**src/rtl/cpu65xx_pkg.sv**
```systemverilog
// Shared definitions for the 65xx interrupt/reset sequencer: sequence state
// encoding, interrupt source codes, push-source selects and vector addresses.
package cpu65xx_pkg;

  localparam int unsigned STATE_W = 3;
  localparam int unsigned SRC_W   = 2;
  localparam int unsigned SEL_W   = 2;
  localparam int unsigned ADDR_W  = 16;

  // Sequence states, in execution order.
  typedef enum logic [STATE_W-1:0] {
    ST_IDLE     = 3'd0,
    ST_DUM1     = 3'd1,
    ST_DUM2     = 3'd2,
    ST_PUSH_PCH = 3'd3,
    ST_PUSH_PCL = 3'd4,
    ST_PUSH_P   = 3'd5,
    ST_VEC_LO   = 3'd6,
    ST_VEC_HI   = 3'd7
  } seq_state_e;

  // Latched interrupt source for the running sequence.
  typedef enum logic [SRC_W-1:0] {
    SRC_RESET = 2'd0,
    SRC_NMI   = 2'd1,
    SRC_IRQ   = 2'd2,
    SRC_BRK   = 2'd3
  } int_src_e;

  localparam logic [SEL_W-1:0] PUSH_SEL_PCH = 2'd0;
  localparam logic [SEL_W-1:0] PUSH_SEL_PCL = 2'd1;
  localparam logic [SEL_W-1:0] PUSH_SEL_P   = 2'd2;

  localparam logic [ADDR_W-1:0] VEC_NMI   = 16'hFFFA;
  localparam logic [ADDR_W-1:0] VEC_RESET = 16'hFFFC;
  localparam logic [ADDR_W-1:0] VEC_IRQ   = 16'hFFFE;

  // Low byte address of the vector belonging to a source.
  function automatic logic [ADDR_W-1:0] vec_base(input int_src_e src);
    case (src)
      SRC_RESET: vec_base = VEC_RESET;
      SRC_NMI:   vec_base = VEC_NMI;
      default:   vec_base = VEC_IRQ;
    endcase
  endfunction

endpackage

```
**src/rtl/cpu65xx_nmi_edge.sv**
```systemverilog
// NMI falling-edge detector and pending latch.
// Ports: clk, rst (async, active-high), nmi_n (pin), pend_clr (clear request
// from the sequencer), pend (registered NMI-pending flag).
module cpu65xx_nmi_edge (
  input  logic clk,
  input  logic rst,
  input  logic nmi_n,
  input  logic pend_clr,
  output logic pend
);

  logic nmi_prev;
  logic nmi_fall;

  // History resets high so a pin already low at release is not an edge.
  assign nmi_fall = nmi_prev & ~nmi_n;

  // A new edge in the clear cycle keeps the flag set.
  always_ff @(posedge clk or posedge rst) begin
    if (rst) begin
      nmi_prev <= 1'b1;
      pend     <= 1'b0;
    end else begin
      nmi_prev <= nmi_n;
      pend     <= nmi_fall | (pend & ~pend_clr);
    end
  end

endmodule

```
**src/rtl/cpu65xx_int_ctrl.sv**
```systemverilog
// 65xx interrupt/reset sequence controller. Accepts reset, NMI, IRQ and BRK
// requests, then steps through two dummy reads, three stack pushes and a
// two-byte vector fetch.
// Inputs : Clk, Rst (async high), Rdy, Sync, ResReq, Nmi_n, Irq_n, IFlag, BrkReq
// Outputs: SeqActive, SeqState, PushW, PushSel, VecPull, VectorAddr, BFlag,
//          SetI, ClrD, SeqDone
module cpu65xx_int_ctrl
  import cpu65xx_pkg::*;
#(
  parameter bit pIsCmosEn = 1'b0
) (
  input  logic              Clk,
  input  logic              Rst,
  input  logic              Rdy,
  input  logic              Sync,
  input  logic              ResReq,
  input  logic              Nmi_n,
  input  logic              Irq_n,
  input  logic              IFlag,
  input  logic              BrkReq,
  output logic              SeqActive,
  output logic [STATE_W-1:0] SeqState,
  output logic              PushW,
  output logic [SEL_W-1:0]  PushSel,
  output logic              VecPull,
  output logic [ADDR_W-1:0] VectorAddr,
  output logic              BFlag,
  output logic              SetI,
  output logic              ClrD,
  output logic              SeqDone
);

  seq_state_e state, state_d;
  int_src_e   src, src_d;
  logic       res_pend, res_pend_d;
  logic       nmi_pend;
  logic       nmi_clr;
  logic       vlo_entry;

  logic              seq_active_d;
  logic              push_w_d;
  logic [SEL_W-1:0]  push_sel_d;
  logic              vec_pull_d;
  logic [ADDR_W-1:0] vector_addr_d;
  logic              bflag_d;
  logic              set_i_d;
  logic              clr_d_d;

  cpu65xx_nmi_edge u_nmi_edge (
    .clk      (Clk),
    .rst      (Rst),
    .nmi_n    (Nmi_n),
    .pend_clr (nmi_clr),
    .pend     (nmi_pend)
  );

  // State, source and reset-pending registers.
  always_ff @(posedge Clk or posedge Rst) begin
    if (Rst) begin
      state    <= ST_IDLE;
      src      <= SRC_RESET;
      res_pend <= 1'b1;
    end else begin
      state    <= state_d;
      src      <= src_d;
      res_pend <= res_pend_d;
    end
  end

  // Next state, source latch and NMI hijack.
  always_comb begin
    state_d    = state;
    src_d      = src;
    res_pend_d = res_pend;
    if (ResReq) begin
      state_d    = ST_IDLE;
      res_pend_d = 1'b1;
    end else begin
      case (state)
        ST_IDLE: begin
          if (res_pend) begin
            state_d    = ST_DUM1;
            src_d      = SRC_RESET;
            res_pend_d = 1'b0;
          end else if (Sync && Rdy) begin
            if (nmi_pend) begin
              state_d = ST_DUM1;
              src_d   = SRC_NMI;
            end else if (!Irq_n && !IFlag) begin
              state_d = ST_DUM1;
              src_d   = SRC_IRQ;
            end else if (BrkReq) begin
              state_d = ST_DUM1;
              src_d   = SRC_BRK;
            end
          end
        end
        ST_DUM1:     if (Rdy) state_d = ST_DUM2;
        ST_DUM2:     if (Rdy) state_d = ST_PUSH_PCH;
        ST_PUSH_PCH: state_d = ST_PUSH_PCL;
        ST_PUSH_PCL: state_d = ST_PUSH_P;
        ST_PUSH_P: begin
          state_d = ST_VEC_LO;
          // NMOS parts let a pending NMI steal the IRQ/BRK vector fetch.
          if (!pIsCmosEn && nmi_pend && (src == SRC_IRQ || src == SRC_BRK))
            src_d = SRC_NMI;
        end
        ST_VEC_LO:   if (Rdy) state_d = ST_VEC_HI;
        ST_VEC_HI:   if (Rdy) state_d = ST_IDLE;
        default:     state_d = ST_IDLE;
      endcase
    end
  end

  assign vlo_entry = (state == ST_PUSH_P) && (state_d == ST_VEC_LO);
  assign nmi_clr   = vlo_entry && (src_d == SRC_NMI);

  // Output values for the coming cycle, decoded from the next state.
  always_comb begin
    seq_active_d  = (state_d != ST_IDLE);
    push_w_d      = 1'b0;
    push_sel_d    = PUSH_SEL_PCH;
    vec_pull_d    = 1'b0;
    vector_addr_d = '0;
    bflag_d       = 1'b0;
    set_i_d       = vlo_entry;
    clr_d_d       = vlo_entry && pIsCmosEn;
    case (state_d)
      ST_PUSH_PCH: begin
        push_w_d   = (src_d != SRC_RESET);
        push_sel_d = PUSH_SEL_PCH;
      end
      ST_PUSH_PCL: begin
        push_w_d   = (src_d != SRC_RESET);
        push_sel_d = PUSH_SEL_PCL;
      end
      ST_PUSH_P: begin
        push_w_d   = (src_d != SRC_RESET);
        push_sel_d = PUSH_SEL_P;
        bflag_d    = (src_d == SRC_BRK);
      end
      ST_VEC_LO: begin
        vec_pull_d    = 1'b1;
        vector_addr_d = vec_base(src_d);
      end
      ST_VEC_HI: begin
        vec_pull_d    = 1'b1;
        vector_addr_d = vec_base(src_d) + 16'd1;
      end
      default: ;
    endcase
  end

  always_ff @(posedge Clk or posedge Rst) begin
    if (Rst) begin
      SeqActive  <= 1'b0;
      PushW      <= 1'b0;
      PushSel    <= PUSH_SEL_PCH;
      VecPull    <= 1'b0;
      VectorAddr <= '0;
      BFlag      <= 1'b0;
      SetI       <= 1'b0;
      ClrD       <= 1'b0;
    end else begin
      SeqActive  <= seq_active_d;
      PushW      <= push_w_d;
      PushSel    <= push_sel_d;
      VecPull    <= vec_pull_d;
      VectorAddr <= vector_addr_d;
      BFlag      <= bflag_d;
      SetI       <= set_i_d;
      ClrD       <= clr_d_d;
    end
  end

  assign SeqState = STATE_W'(state);

  // Completion depends on this cycle's Rdy, so it cannot be registered ahead.
  assign SeqDone = (state == ST_VEC_HI) && Rdy;

endmodule

```
**config.mk**
```make
export PLATFORM = sky130hd
export DESIGN_NAME = cpu65xx_int_ctrl
export DESIGN_NICKNAME = d
export VERILOG_FILES = /design/src/rtl/cpu65xx_pkg.sv /design/src/rtl/cpu65xx_nmi_edge.sv /design/src/rtl/cpu65xx_int_ctrl.sv
export SDC_FILE = /design/constraint.sdc
export NUM_CORES = 1
export LEC_CHECK = 0
export ABC_AREA = 1
export CORE_MARGIN = 8
export CORE_UTILIZATION = 42
export CTS_CLUSTER_SIZE = 10
export DETAILED_ROUTE_END_ITERATION = 8
export HOLD_SLACK_MARGIN = 0.06
export PLACE_DENSITY = 0.77
export SLEW_MARGIN = 30
export SYNTH_ARGS = -nofsm -noshare
export SYNTH_HDL_FRONTEND = slang
export SYNTH_SLANG_ARGS = --single-unit
```
**constraint.sdc**
```tcl
create_clock -name Clk -period 1.7 [get_ports Clk]
set_clock_uncertainty 0.15 [all_clocks]
set_input_delay 0.34 -clock Clk [delete_from_list [all_inputs] [get_ports Clk]]
set_output_delay 0.34 -clock Clk [all_outputs]
set_load 0.05 [all_outputs]
```
; Word level (Yosys, flattened, before mapping)
; Index checks and enable logic that the tools add are counted.
; Widths: inputs -> output; s select.
[op_classes]
add_sub_neg = 1
mul = 0
n_div = 0
magnitude_cmp = 0
n_eq_ne = 16
shifts = 0
muxes = 28
bitwise_logic = 5
reduce_logical = 16
[op_table]
columns = operator, count
row1 = $pmux 16 s2, 1
row2 = $mux 3, 10
row3 = $eq 3x3->1 const B, 8
row4 = $pmux 3 s8, 1
row5 = $add 16x1->16 const B, 1
row6 = $mux 16, 1
row7 = $mux 2, 7
row8 = $eq 3x2->1 const B, 3
row9 = $pmux 2 s2, 2
row10 = $eq 2x2->1 const B, 3
row11 = $logic_and 1x1->1, 6
row12 = $pmux 3 s2, 1
row13 = $mux 1, 5
row14 = $reduce_bool 2->1, 2
row15 = $eq 3x1->1 const B, 1
row16 = $logic_not 3->1, 1
row17 = $reduce_bool 3->1, 1
row18 = $reduce_or 3->1, 1
row19 = $and 1x1->1, 2
row20 = $eq 2x1->1 const B, 1
row21 = $logic_not 1->1, 2
row22 = $logic_not 2->1, 1
row23 = $not 1->1, 2
row24 = $reduce_or 2->1, 1
row25 = 2 further kinds, 2
[totals]
reg_bits = 31
latch_bits = 0
mem_bits_rw = 0
rom_bits = 0
inputBits = 9
out_inout_bits = 28
elab_cells = 78
n_memories = 0

; Longest topological paths before layout
[depth]
word_depth = 14
mapped_depth = 10
depth_no_buf = 10

; By module
; From an unflattened synthesis, not the netlist that was laid out.
[unflattened]
hier_cells = 139
hier_area_um2 = 1032.2
[by_module_without_submodules]
columns = module, instances, cells_per_inst, area_each_um2
row1 = cpu65xx_int_ctrl, 1, 131, 958.4
row2 = cpu65xx_nmi_edge, 1, 8, 73.8

; Least setup slack after synthesis
; Ideal clock, no wire load.
[synth_path]
path_type = register to register
start = register state[0], in the netlist SeqState[0]
end = register PushW
setup_ps = 73
arrival_time_ps = 2117
required_time_ps = 1477
slack_ps = -640
stages_incl_launch_ff = 7
path_buffers = 0
synth_period_minus_slack_ps = 2340
cell_sequence = dfrtp_1 nand3_1 nor2_1 nor2_2 inv_2 nand3_1 a21oi_2
[synth_via]
word_cells_on_any_way = 27
[synth_lines]
columns = element, line_no
row1 = from (decl), cpu65xx_int_ctrl.sv:33  ; seq_state_e state, state_d;
row2 = from (signal assigned), cpu65xx_int_ctrl.sv:64  ; state <= state_d;
row3 = "$eq 3x3->1, or another cell as far along", cpu65xx_int_ctrl.sv:79  ; case (state)
row4 = $pmux 3 s8 *, cpu65xx_int_ctrl.sv:79
row5 = $mux 3 *, cpu65xx_int_ctrl.sv:75  ; if (ResReq) begin
row6 = via state_d[2], cpu65xx_int_ctrl.sv:33
row7 = $eq 3x3->1 or $eq 3x2->1 (tied branches), cpu65xx_int_ctrl.sv:128  ; case (state_d)
row8 = $reduce_or 3->1 (no line) *, n/a
row9 = $mux 1 *, n/a
row10 = via push_w_d, cpu65xx_int_ctrl.sv:41  ; logic push_w_d;
row11 = to (signal assigned), cpu65xx_int_ctrl.sv:166  ; PushW <= push_w_d;
row12 = to (decl), cpu65xx_int_ctrl.sv:23  ; output logic PushW,
; Mark *: on every way through the listed nets, which the timed path passes. The rest lies on a longest branch.
; A chain may end at the register's enable or synchronous reset.

; Worst setup path after layout
[layout_path]
start = register state[0], in the netlist SeqState[0]
end = register VectorAddr[2]
[layout_via]
elab_chain_len = 9
word_cells_on_any_way = 29
[layout_rtl]
columns = element, line_no
row1 = "parallel branches: the longest is 8 deep, another holds $add 16x1->16", n/a
row2 = $pmux 16 s2 *, cpu65xx_int_ctrl.sv:128
row3 = via vector_addr_d[2], cpu65xx_int_ctrl.sv:44  ; logic [ADDR_W-1:0] vector_addr_d;
row4 = to (signal assigned), cpu65xx_int_ctrl.sv:169  ; VectorAddr <= vector_addr_d;
row5 = to (decl), cpu65xx_int_ctrl.sv:26  ; output logic [ADDR_W-1:0] VectorAddr,
; Mark *: on every way through the listed nets, which the timed path passes. The select of a mux whose other input is x is not followed.

==> key figures <==
Status
  • Status: finished, violations left
  • Violated checks: negative setup slack

Final layout
  • Commonest non-fill, non-tap cells in the layout: buf_12, nand2_1, dfrtp_1
  • Synthesis-to-finish area growth: 78.9%
  • Fin nets: about 160
  • Post-layout util: 0.784
  • Finished Layout Cells: between 150 and 200
  • Diode count: 0
  • Layout cell share with drive strength beyond 1: 0.513
  • Commonest non-fill, non-tap cell in the layout: buf_12
  • Design area: 1720 sq um

Logic synthesis
  • Yosys warns: 0
  • Netlist Area Pre-Place: 960 sq um
  • Synth Instances: 116
  • Top cells by area, synth: dfrtp_1, buf_4, nand2_1, dfstp_2, nand3_1
  • Largest area contributor in the netlist: dfrtp_1
  • Synth top area share: 0.417
  • Yosys cell types: 20
  • Syn nets: roughly 130
  • Sequential share of the synthesized area: 0.472
  • Synthesis-stage register bit count: 18
  • Syn_area_per_cell: 8.27 sq um

Detailed routing
  • # DRC: 0
  • Drt pass-1 iters: 4
  • DR vias/cell: approximately 5.1
  • Drt total wl: a little over 3 mm
  • Avg WL per Cell: approximately 17 microns
  • Routed vias: 920
  • DR iter-0 viols: 50
  • Antenna Nets Post-Route: 0

Global route
  • GRT Overall Usage: 0.136
  • Initial antenna violation count: 0
  • Largest net degree at the start of global routing: 19
  • Number of global-route vias before repair: about 880
  • Total gr overflow: 0
  • Global-route wire length before repair: around 4.4 mm

Place
  • Detailed placement HPWL: around 2.1 mm
  • Port Buffers: 35
  • GPL Wtd Cong: 0.871
  • Inst Count DP: 171
  • Placed cell areas: between 1500 and 2000 sq um

Setup path
  • R2R Path Start: SeqState[0]
  • Worst setup SP type: flip-flop
  • CP Capture Type: flip-flop
  • R2R depth: 7
  • Worst endpoint required time: approximately 1.8 ns
  • Worst R2R Setup Slack: -0.004 ns
  • Critical path arrival: roughly 1.8 ns
  • Worst-path maximum fanout: 7
  • Crit Path Category: reg2reg
  • Reg-to-Reg End: VectorAddr[2]
  • Worst setup path endpoint: VectorAddr[2]
  • Critical Path Source: SeqState[0]

Clock network
  • Worst-path clk slew: 0.09 ns
  • # hold bufs at CTS: 0
  • Clk sinks: 18
  • Clock Latency Late Sink: 0.31 ns
  • CTS Root Cell: clkbuf_4
  • CTS tree: built
  • H-tree levels: 1
  • Cts bufs inserted: 3
  • Clock tree buffer depth: 2

Floorplanning
  • Die W: approximately 64 microns
  • Initial core utilization: 0.438
  • DIE AREA: between 4000 and 5000 sq um
  • FP Rows: 17
  • Die Y-Extent: approximately 64 microns
  • Core area: 2190 sq um
  • Ports: 37

STA
  • Count of final hold-check violations: 0
  • PnR worst setup slack: -0.00441 ns
  • Setup violators final: 2
  • Setup tns final: -0.00501 ns
  • Min Tclk post-route: 1.70 ns
  • Crit share post-route: 1.00
  • Hold slack: about 0.19 ns
  • Unrepaired setup endpoints after global routing: true
  • Final Max Slew Viols: 0
  • FMAX: 0.587 GHz

Job
  • Maxcap violations: 0

Worst hold path
  • HP Class: in2async

Power and ir drop
  • Worst vdd ir: 0.738 mV
  • Leakage: ~0.79 nW
  • Pwr dens: approximately 760 nW/um^2
==> kinds of logic after synthesis <==
| kind of cell | share of synthesized area |
|---|---|
| compound gates | 0.0495 |
| buf+inv | 0.176 |
| flops | 0.472 |
| other cells | 0.00391 |
| simple gates | 0.299 |
==> cells in the mapped netlist <==
cell,number
nand3_2,1
inv_1,13
dfstp_2,2
nor3_1,3
nand3_1,10
a21oi_1,2
nand2_1,23
o21ai_0,2
nor2_4,2
a21boi_2,1
nand2_2,4
nor2_2,4
a21oi_2,1
conb_1,1
o211ai_1,1
inv_2,4
buf_4,14
nor2_1,9
dfrtp_1,16
nand4_1,3
==> per-stage QoR <==
stage               power, mW  setup slack (ns)
floorplan               0.780            0.0134
global placement        0.970            -0.249
detailed placement      0.989            -0.373
CTS                      1.23           0.00543
global route             1.36           -0.0579
finish                   1.30          -0.00441
==> power breakdown <==
part	switching [mW]	internal, mW	leakage, nW	total [mW]
Combinational	0.325	0.230	0.551	0.555
Sequential	0.0465	0.471	0.228	0.518
Clock	0.134	0.0919	0.0150	0.226
Total	0.505	0.793	0.794	1.30
==> critical path, stage by stage, from the launching register on <==
cell     delay (ns)
dfrtp_2        0.49
nor2_4         0.18
nand2_4        0.09
nor2_1         0.18
nand3_2        0.15
nand2_2        0.13
nand2_4        0.07
a21oi_1        0.19
==> worst min path at each step <==
stage | cells past startpoint | start | end
2_1_floorplan | 1 | Rst | BFlag
3_3_place_gp | 2 | res_pend | res_pend
3_5_place_dp | 2 | res_pend | res_pend
4_1_cts | 3 | Rst | VecPull
5_1_grt | 3 | Rst | PushW
6_report | 3 | Rst | VecPull
==> timing repair <==
action,in CTS,in global routing
buffers inserted,4,1
endpoints found under the setup margin,5,7
gates cloned,0,0
resized for setup,3,18
pin swaps,1,4
==> state kept, by name, summed over array words and instances, names as in the netlist <==
name / flops
BFlag: 1
PushSel: 2
PushW: 1
SeqActive: 1
SeqState: 3
SetI: 1
VecPull: 1
VectorAddr: 3
res_pend: 1
src: 2
u_nmi_edge.nmi_prev: 1
u_nmi_edge.pend: 1
==> area by class of cell <==
| class | count | area [sq um] |
|---|---|---|
| well taps | 28 | 35.0 |
| inverters | 17 | 63.8 |
| repair buffers | 46 | 714 |
| clock buffers | 4 | 26.3 |
| multi-input cells | 67 | 420 |
| flip-flops and latches | 18 | 457 |
| fillers | 113 | 474 |
==> routing by layer <==
metal	GRT usage	vias to the layer above	share of wire	routed length (microns)
met5	0	-	0	0
met2	0.240	43	0.55	1660
met1	0.140	444	0.37	1110
li1	-	424	-	-
met3	0.0401	9	0.058	174
met4	0.0752	0	0.025	76
Note: power is estimated with default switching activity, not from simulation.
